**src/rtl/rgbi_pkg.sv**
```systemverilog
// Shared definitions for the RGBI PWM DAC: FSM encoding, parameter defaults
// and channel indices (same ordering as the comparator ADC bank).
package rgbi_pkg;

    localparam int unsigned N_DEF        = 8;
    localparam int unsigned M_DEF        = 6;
    localparam int unsigned PRESCALE_DEF = 18;

    localparam int unsigned RED   = 2;
    localparam int unsigned GREEN = 1;
    localparam int unsigned BLUE  = 0;

    typedef enum logic [1:0] {
        IDLE  = 2'b00,
        SCALE = 2'b01,
        WAIT  = 2'b10
    } state_t;

endpackage

```
**src/rtl/shift_add_scaler.sv**
```systemverilog
// Sequential LSB-first shift-add multiply: result = (colour * mult) >> M,
// one multiplier bit per clk, done asserted during the final (M-th) step.
module shift_add_scaler
    import rgbi_pkg::*;
#(
    parameter int unsigned N = N_DEF,
    parameter int unsigned M = M_DEF
) (
    input  logic         clk,
    input  logic         reset,
    input  logic         start,
    input  logic [N-1:0] colour,
    input  logic [M:0]   mult,
    output logic [N-1:0] result,
    output logic         done
);

    localparam int unsigned PW = N + M + 1;
    localparam int unsigned SW = $clog2(M + 2);

    logic [PW-1:0] acc;
    logic [PW-1:0] addend;
    logic [PW-1:0] sum;
    logic [M:0]    mult_sh;
    logic [SW-1:0] step;
    logic          running;

    // The last partial product is folded in combinationally so the result
    // is available in the same cycle as done.
    always_comb begin
        sum = acc + (mult_sh[0] ? addend : '0);
    end

    assign done   = running && (step == SW'(M));
    assign result = sum[M +: N];

    always_ff @(posedge clk or posedge reset) begin
        if (reset) begin
            acc     <= '0;
            addend  <= '0;
            mult_sh <= '0;
            step    <= '0;
            running <= 1'b0;
        end else if (start) begin
            acc     <= '0;
            addend  <= PW'(colour);
            mult_sh <= mult;
            step    <= '0;
            running <= 1'b1;
        end else if (running) begin
            acc     <= sum;
            addend  <= addend << 1;
            mult_sh <= mult_sh >> 1;
            step    <= step + SW'(1);
            if (done) begin
                running <= 1'b0;
            end
        end
    end

endmodule

```
**src/rtl/rgbi_pwm_dac.sv**
```systemverilog
// RGBI to three-channel PWM DAC: intensity-scaled colour duties, applied only
// at a PWM period boundary so the filtered outputs never glitch.
module rgbi_pwm_dac
    import rgbi_pkg::*;
#(
    parameter int unsigned N        = N_DEF,
    parameter int unsigned M        = M_DEF,
    parameter int unsigned PRESCALE = PRESCALE_DEF
) (
    input  logic         clk,
    input  logic         reset,
    input  logic [N-1:0] red_in,
    input  logic [N-1:0] green_in,
    input  logic [N-1:0] blue_in,
    input  logic [M-1:0] intensity_in,
    input  logic         load,
    output logic         ready,
    output logic [2:0]   pwm,
    output logic         period_start,
    output logic         busy
);

    state_t       state;
    state_t       next_state;
    logic [7:0]   presc;
    logic         tick;
    logic [N-1:0] pwm_count;
    logic         wrap;
    logic         wrap_q;
    logic         capture;
    logic         apply;
    logic [M:0]   mult;
    logic [N-1:0] colour_in [3];
    logic [N-1:0] scaled    [3];
    logic [N-1:0] staging   [3];
    logic [N-1:0] active    [3];
    logic [2:0]   done;

    assign tick    = (presc == 8'(PRESCALE - 1));
    assign wrap    = tick && (pwm_count == '1);
    assign capture = load && ready;
    assign apply   = (state == WAIT) && wrap;
    assign mult    = (M+1)'(intensity_in) + (M+1)'(1);
    assign busy    = (state != IDLE);

    always_comb begin
        colour_in[RED]   = red_in;
        colour_in[GREEN] = green_in;
        colour_in[BLUE]  = blue_in;
    end

    for (genvar c = 0; c < 3; c++) begin : g_ch
        shift_add_scaler #(
            .N(N),
            .M(M)
        ) u_scaler (
            .clk   (clk),
            .reset (reset),
            .start (capture),
            .colour(colour_in[c]),
            .mult  (mult),
            .result(scaled[c]),
            .done  (done[c])
        );
    end

    always_comb begin
        next_state = state;
        case (state)
            IDLE:    if (capture) next_state = SCALE;
            SCALE:   if (&done)   next_state = WAIT;
            WAIT:    if (apply)   next_state = IDLE;
            default: next_state = IDLE;
        endcase
    end

    always_ff @(posedge clk or posedge reset) begin
        if (reset) begin
            state <= IDLE;
            ready <= 1'b0;
        end else begin
            state <= next_state;
            ready <= (next_state == IDLE);
        end
    end

    always_ff @(posedge clk or posedge reset) begin
        if (reset) begin
            presc        <= '0;
            pwm_count    <= '0;
            wrap_q       <= 1'b0;
            period_start <= 1'b0;
        end else begin
            presc        <= tick ? '0 : presc + 8'd1;
            pwm_count    <= tick ? pwm_count + N'(1) : pwm_count;
            wrap_q       <= wrap;
            // Delayed one extra clk so the pulse lines up with the pwm sample
            // of count 0 (pwm itself lags the counter by one register).
            period_start <= wrap_q;
        end
    end

    always_ff @(posedge clk or posedge reset) begin
        if (reset) begin
            for (int unsigned i = 0; i < 3; i++) begin
                staging[i] <= '0;
                active[i]  <= '0;
            end
            pwm <= '0;
        end else begin
            for (int unsigned i = 0; i < 3; i++) begin
                if (state == SCALE && (&done)) begin
                    staging[i] <= scaled[i];
                end
                if (apply) begin
                    active[i] <= staging[i];
                end
                pwm[i] <= (pwm_count < active[i]);
            end
        end
    end

endmodule

```
**config.mk**
```make
export PLATFORM = sky130hd
export DESIGN_NAME = rgbi_pwm_dac
export DESIGN_NICKNAME = d
export VERILOG_FILES = /design/src/rtl/rgbi_pkg.sv /design/src/rtl/shift_add_scaler.sv /design/src/rtl/rgbi_pwm_dac.sv
export SDC_FILE = /design/constraint.sdc
export NUM_CORES = 1
export LEC_CHECK = 0
export CELL_PAD_IN_SITES_DETAIL_PLACEMENT = 1
export CELL_PAD_IN_SITES_GLOBAL_PLACEMENT = 1
export CORE_MARGIN = 2
export CORE_UTILIZATION = 48
export DETAILED_ROUTE_END_ITERATION = 6
export PLACE_DENSITY = 0.87
export SYNTH_ARGS = -nofsm -noshare
export SYNTH_HDL_FRONTEND = slang
export SYNTH_SLANG_ARGS = --single-unit
```
**constraint.sdc**
```tcl
create_clock -name clk -period 18.19 [get_ports clk]
set_input_delay 2.7285 -clock clk [delete_from_list [all_inputs] [get_ports clk]]
set_output_delay 2.7285 -clock clk [all_outputs]
set_load 0.05 [all_outputs]
```
Yosys cells after proc, flatten, opt, wreduce, memory -nomap -nowiden --
Cells that the tools add are included.
Word-level totals: output and inout port bits 6, register bits after elaboration 195, bits of input ports 33, logic and storage cells 102
Operators by class: mux-type cells 41, add/subtract/negate cells 9, equal/unequal tests 7, $lt $le $gt $ge 3, reduce and logical (&&, ||, !) cells 14
Operators by type and width (number):
- $mux W15 | 15
- $add A15 B15 Y15 | 3
- $mux W7 | 6
- $lt A8 B8 Y1 | 3
- $mux W3 | 6
- $add A8 B1 Y8 const B | 2
- $add A3 B1 Y3 const B | 3
- $eq A3 B3 Y1 const B | 3
- $mux W1 | 9
- $eq A8 B5 Y1 const B | 1
- $eq A8 B8 Y1 const B | 1
- $mux W8 | 1
- $reduce_bool A2 Y1 | 4
- $add A6 B1 Y7 const B | 1
- $logic_and A1 B1 Y1 | 7
- $mux W2 | 3
- $pmux W2 S3 | 1
- $logic_not A2 Y1 | 2
- $reduce_and A3 Y1 | 1
- $eq A2 B1 Y1 const B | 1
- $eq A2 B2 Y1 const B | 1

Logic depth before layout (Yosys ltp) --
word-level depth 6, gate-level depth with buffers 11, gate-level depth less buffers 10

Hierarchy --
Synthesis repeated with hierarchy kept, for this count alone.
Unflattened totals: cell total of the unflattened synthesis 986, area total of the unflattened synthesis 10555.1 µm²
By module, submodules not included:
- shift_add_scaler | area an instance 2388.5 µm², times used 3, seq. area each 975.9 µm², cells each 242
- rgbi_pwm_dac | area an instance 3389.5 µm², times used 1, seq. area each 1801.7 µm², cells each 260

Worst setup path after synthesis --
OpenSTA, ideal clock, no wires.
path type input to register, from in load, to reg g_ch[1].u_scaler.addend[1], setup time 0.083 ns, slack 14.373 ns, required time 18.107 ns, stages 6, data arrival time 3.734 ns, path buffers 3, cell sequence and2_1 clkbuf_1 clkbuf_1 buf_1 nand2_1 o21ai_0
Between the ends: word-level cells in the longest chain between the ends 2, elaborated cells between the ends (all ways) 3, those cells by class mux: 1; reduce/logical: 2
Ends and longest elaborated chain:
- start, declared | RTL line rgbi_pwm_dac.sv:16 | input logic load,
- $logic_and A1 B1 Y1 * | RTL line rgbi_pwm_dac.sv:41 | assign capture = load && ready;
- $mux W15 or $reduce_bool A2 Y1 (tied branches)
- end signal, assigned | RTL line shift_add_scaler.sv:46 | addend <= PW'(colour);
- end signal, assigned | RTL line shift_add_scaler.sv:52 | addend <= addend << 1;
- end, declared | RTL line shift_add_scaler.sv:22 | logic [PW-1:0] addend;
Every way passes the cells marked *; elsewhere a longest branch is shown, timed or not. A chain may end at the register's enable or synchronous reset.

Final worst setup path --
from reg state[1], to out busy
Between the ends: word-level cells in the longest chain between the ends 1
Ends and longest elaborated chain:
- start, declared | RTL line rgbi_pwm_dac.sv:23 | state_t state;
- start signal, assigned | RTL line rgbi_pwm_dac.sv:82 | state <= next_state;
- $reduce_bool A2 Y1 | RTL line rgbi_pwm_dac.sv:44 | assign busy = (state != IDLE);
- end, declared | RTL line rgbi_pwm_dac.sv:20 | output logic busy
No other way between the ends.

==> results.txt <==
- Synthesis produced a netlist with a net count of approximately 1.2k.
- Gate Count Post-Synth: between 1k and 1.5k
* Number of vias in the routed layout: 7,629
- Unrepaired setup endpoints after global routing: no
* Reported leakage power: 0.00549 µW
- The clock tree synthesis step divided the H-tree into 4 levels.
- For the worst-skew pair, the clock arrives at the later sink with an insertion delay of 0.44 ns.
- Across the run, the number of max-cap violations was 0.
* Worst Hold Class: reg -> reg
- The worst register-to-register path has a depth of 10.
- In this run the worst path has a maximum fanout of 7.
- After the flow finishes, the layout carries non-filler instances totaling approximately 1.4k.
- Detail Route Antenna Nets: 0
* Synth area leader: sky130_fd_sc_hd__dfrtp_1
* Critical-path cell list: or2_2 -> clkdlybuf4s50_1
- The via count of the first global-routing pass came to between 8k and 9k.
- After routing, the total negative slack on setup checks comes to 0 ns.
- Crit path buf inv count: 1
* Post-detailed-placement half-perimeter wirelength: 16,300 µm
- The worst-case IR drop observed on VDD is slightly below 0.07 mV.
- Multiplexer fraction of the synthesized cell area: 0.108
* Post-CTS setup-driven buffer insertion count: 0
* Share of the synthesized netlist area taken by xor and xnor gates: 0.0456
* Synthesized area divided by synthesized cell count: between 10 and 15 µm²
- Across all hold checks on the routed design, the worst slack comes to approximately 0.35 ns.
* Slew margin rel.: 0.322
- Outcome: finished, final reports clean
* Share of cells above drive strength 1: 0.0801
* Cell types occupying the most area after synthesis: sky130_fd_sc_hd__dfrtp_1, sky130_fd_sc_hd__ha_1, sky130_fd_sc_hd__mux2i_1, sky130_fd_sc_hd__nor2_1, sky130_fd_sc_hd__o21ai_0
* Total clock buffers created by CTS: 17
- The critical path runs through a total of 2 cells.
- In this run the critical register-to-register path is captured at g_ch[1].u_scaler.acc[8].
* Tmin final: roughly 4.7 ns
* EDFF count, synth: 0
- Clock tree synthesis found a total of between 150 and 200 sinks.
- The first global-routing pass estimated roughly 43,000 µm of wire.
* Synth Flop Type: sky130_fd_sc_hd__dfrtp_1
- Initial core utilization: 0.485
- STA puts the critical path data required time at around 15 ns.
- The die is 152 µm tall.
- Entering global routing, the biggest net connects roughly 110 pins.
* Maximum cell stage delay along the critical path: 0.71 ns
- The routed design has approximately 25,000 µm of wire.
* DRC viols: 0
- Tcrit/Tclk final: 0.259
- The total overflow left after global routing is 0.
* Data arrival time of the critical path: 1.98 ns
- Across the routed clock network, the largest skew measured is between 0.01 and 0.015 ns.
* Weighted congestion reported at the end of routability-driven placement: 0.838
- In the synthesized netlist the async set-or-reset flop fraction comes to 1.00.
* All-layer global routing usage: 0.223
- Main combinational cell family by area after synthesis: simple AND/OR/NAND/NOR gates
- Transition at the pin with the smallest max-transition slack: about 1.0 ns
- 39 I/O pins were placed.
* Number of I/O port buffers: 38
* Overall die area: 23,100 µm²
* Number of antenna violations at the first check in global routing: 0
* Crit path from: state[1]
* Crit. End Element: primary output
- Clock tree from TritonCTS: built
- By instance count, the leading cell after synthesis is sky130_fd_sc_hd__dfrtp_1.
- For this run, the number of Yosys warnings is 0.
* Number of max-slew violations in the final report: 0
- Number of iterations in the first detailed-routing pass: 4
* Maximum number of buffers from clock root to sink: 2
- Clock-pin slew was measured on the worst setup and hold paths at 0.07 ns.
- Routed len/inst: 18.2 µm
- The synthesized-area fraction occupied by ao, oa, aoi and oai cells was 0.114.
- In this run the register-to-register setup slack is ~15 ns.
- From synthesis to final layout, the design area changed by 10.8%.
- Setup violations remaining at the end of the flow were counted as 0.
- The floorplan step set the die width to around 150 µm.
* Distinct cells, synth: between 60 and 70
* Area fraction in and, or, nand and nor cells after synthesis: 0.159
- Max Clk Rate: around 210 MHz
- The number of antenna diodes in the final layout is 0.
- Power spread over the standard cell area amounts to roughly 140 nW/µm².
- Most numerous cell types in the synthesized netlist: sky130_fd_sc_hd__dfrtp_1, sky130_fd_sc_hd__nor2_1, sky130_fd_sc_hd__nand2_1
- Number of storage elements in the synthesis netlist: approximately 190
* Part of the Yosys area used for sequential elements: 0.450
- Family of cells with the greatest summed delay on the critical path: buffers and inverters
- Adder-cell share of the synthesized area: 0.0890
- The worst setup path is of the reg -> out kind.
* Final Hold Vio Count: 0
- The largest individual stage delay along the critical path comes from the cell sky130_fd_sc_hd__clkdlybuf4s50_1.
- Vias per cell: between 5 and 6
- In this run the critical register-to-register path is launched from g_ch[1].u_scaler.mult_sh[0].
- Core Rows: between 50 and 60
* Post-synth top area share: 0.450
- For this design, the CTS-stage hold fixing added 0 buffers.
- Post-synthesis instance area: around 11,000 µm²
- After detailed placement, the design holds a cell count of ~1.3k.
- Cts repair resizes: 0
- Core area: approximately 22,000 µm²
* Initial detailed-routing violation count: 290
- Clock root buffer: sky130_fd_sc_hd__clkbuf_16
- STA classifies the critical path startpoint as a flop.
* Final layout net count: between 1k and 1.5k
- Critical Path End: busy
-- layer usage --
layer	vias to the layer above	part of all wire	GRT usage
li1	3659	-	-
met1	3870	0.46	0.292
met2	65	0.51	0.390
met3	35	0.018	0.0285
met4	0	0.015	0.0654
met5	-	0	0
-- sequential cells by signal (all words and copies together) (netlist names) --
name / cells
pwm: 3
g_ch.u_scaler.running: 3
ready: 1
pwm_count: 8
g_ch.u_scaler.step: 9
state: 2
staging: 24
g_ch.u_scaler.acc: 42
period_start: 1
wrap_q: 1
g_ch.u_scaler.mult_sh: 21
presc: 8
active: 24
g_ch.u_scaler.addend: 42
-- worst min-delay path by stage --
| stage | from | endpoint | slack, ns | cells past startpoint |
|---|---|---|---|---|
| after floorplan | wrap_q | period_start | 0.33 | 0 |
| after global placement | wrap_q | period_start | 0.33 | 0 |
| after detailed placement | wrap_q | period_start | 0.34 | 0 |
| after CTS | wrap_q | period_start | 0.35 | 0 |
| after global routing | wrap_q | period_start | 0.37 | 0 |
| final | wrap_q | period_start | 0.35 | 0 |
-- through the flow --
step | setup slack [ns] | instance area (µm²) | utilization | total power [µW]
global placement | 13.19 | 11100 | 0.512 | 1260
finish | 13.48 | 11600 | 0.537 | 1660
detailed placement | 13.15 | 11100 | 0.512 | 1310
floorplan | 10.32 | 10500 | - | 1130
global route | 13.40 | 11600 | 0.537 | 1790
CTS | 13.46 | 11600 | 0.537 | 1680
-- logic make-up after synthesis --
group           count (synthesis)
compound gates                198
xor+xnor                       53
fa+ha+maj                      73
buf+inv                        88
flops                         189
mux                           103
simple gates                  340
-- layout make-up --
cell class / count / area [µm²]
timing repair buffer: 45 / 433
clock inverter: 9 / 62.6
inverter: 41 / 161
tap: 280 / 350
fill: 2398 / 10000
clock buffer: 23 / 478
multi-input combinational: 767 / 5430
sequential: 189 / 4730
-- placed cells by master, fill, tap and decap left out, types with 17 or more instances in the layout --
| cell | instances |
|---|---|
| sky130_fd_sc_hd__ha_1 | 70 |
| sky130_fd_sc_hd__inv_1 | 40 |
| sky130_fd_sc_hd__xnor2_1 | 36 |
| sky130_fd_sc_hd__dfrtp_1 | 186 |
| sky130_fd_sc_hd__o21ai_0 | 70 |
| sky130_fd_sc_hd__nor2_1 | 97 |
| sky130_fd_sc_hd__nand2_1 | 87 |
| sky130_fd_sc_hd__nor3_1 | 21 |
| sky130_fd_sc_hd__nand3_1 | 25 |
| sky130_fd_sc_hd__mux2_4 | 18 |
| sky130_fd_sc_hd__a21oi_1 | 53 |
| sky130_fd_sc_hd__clkbuf_16 | 17 |
| sky130_fd_sc_hd__and2_1 | 41 |
| sky130_fd_sc_hd__mux2i_1 | 73 |
| sky130_fd_sc_hd__clkdlybuf4s50_1 | 38 |
| sky130_fd_sc_hd__a21o_1 | 20 |
-- power breakdown --
part           switching [µW]  internal (µW)
Clock                     164            186
Combinational             378            290
Sequential                110            536
No activity file was read; power rests on OpenSTA's default activity.
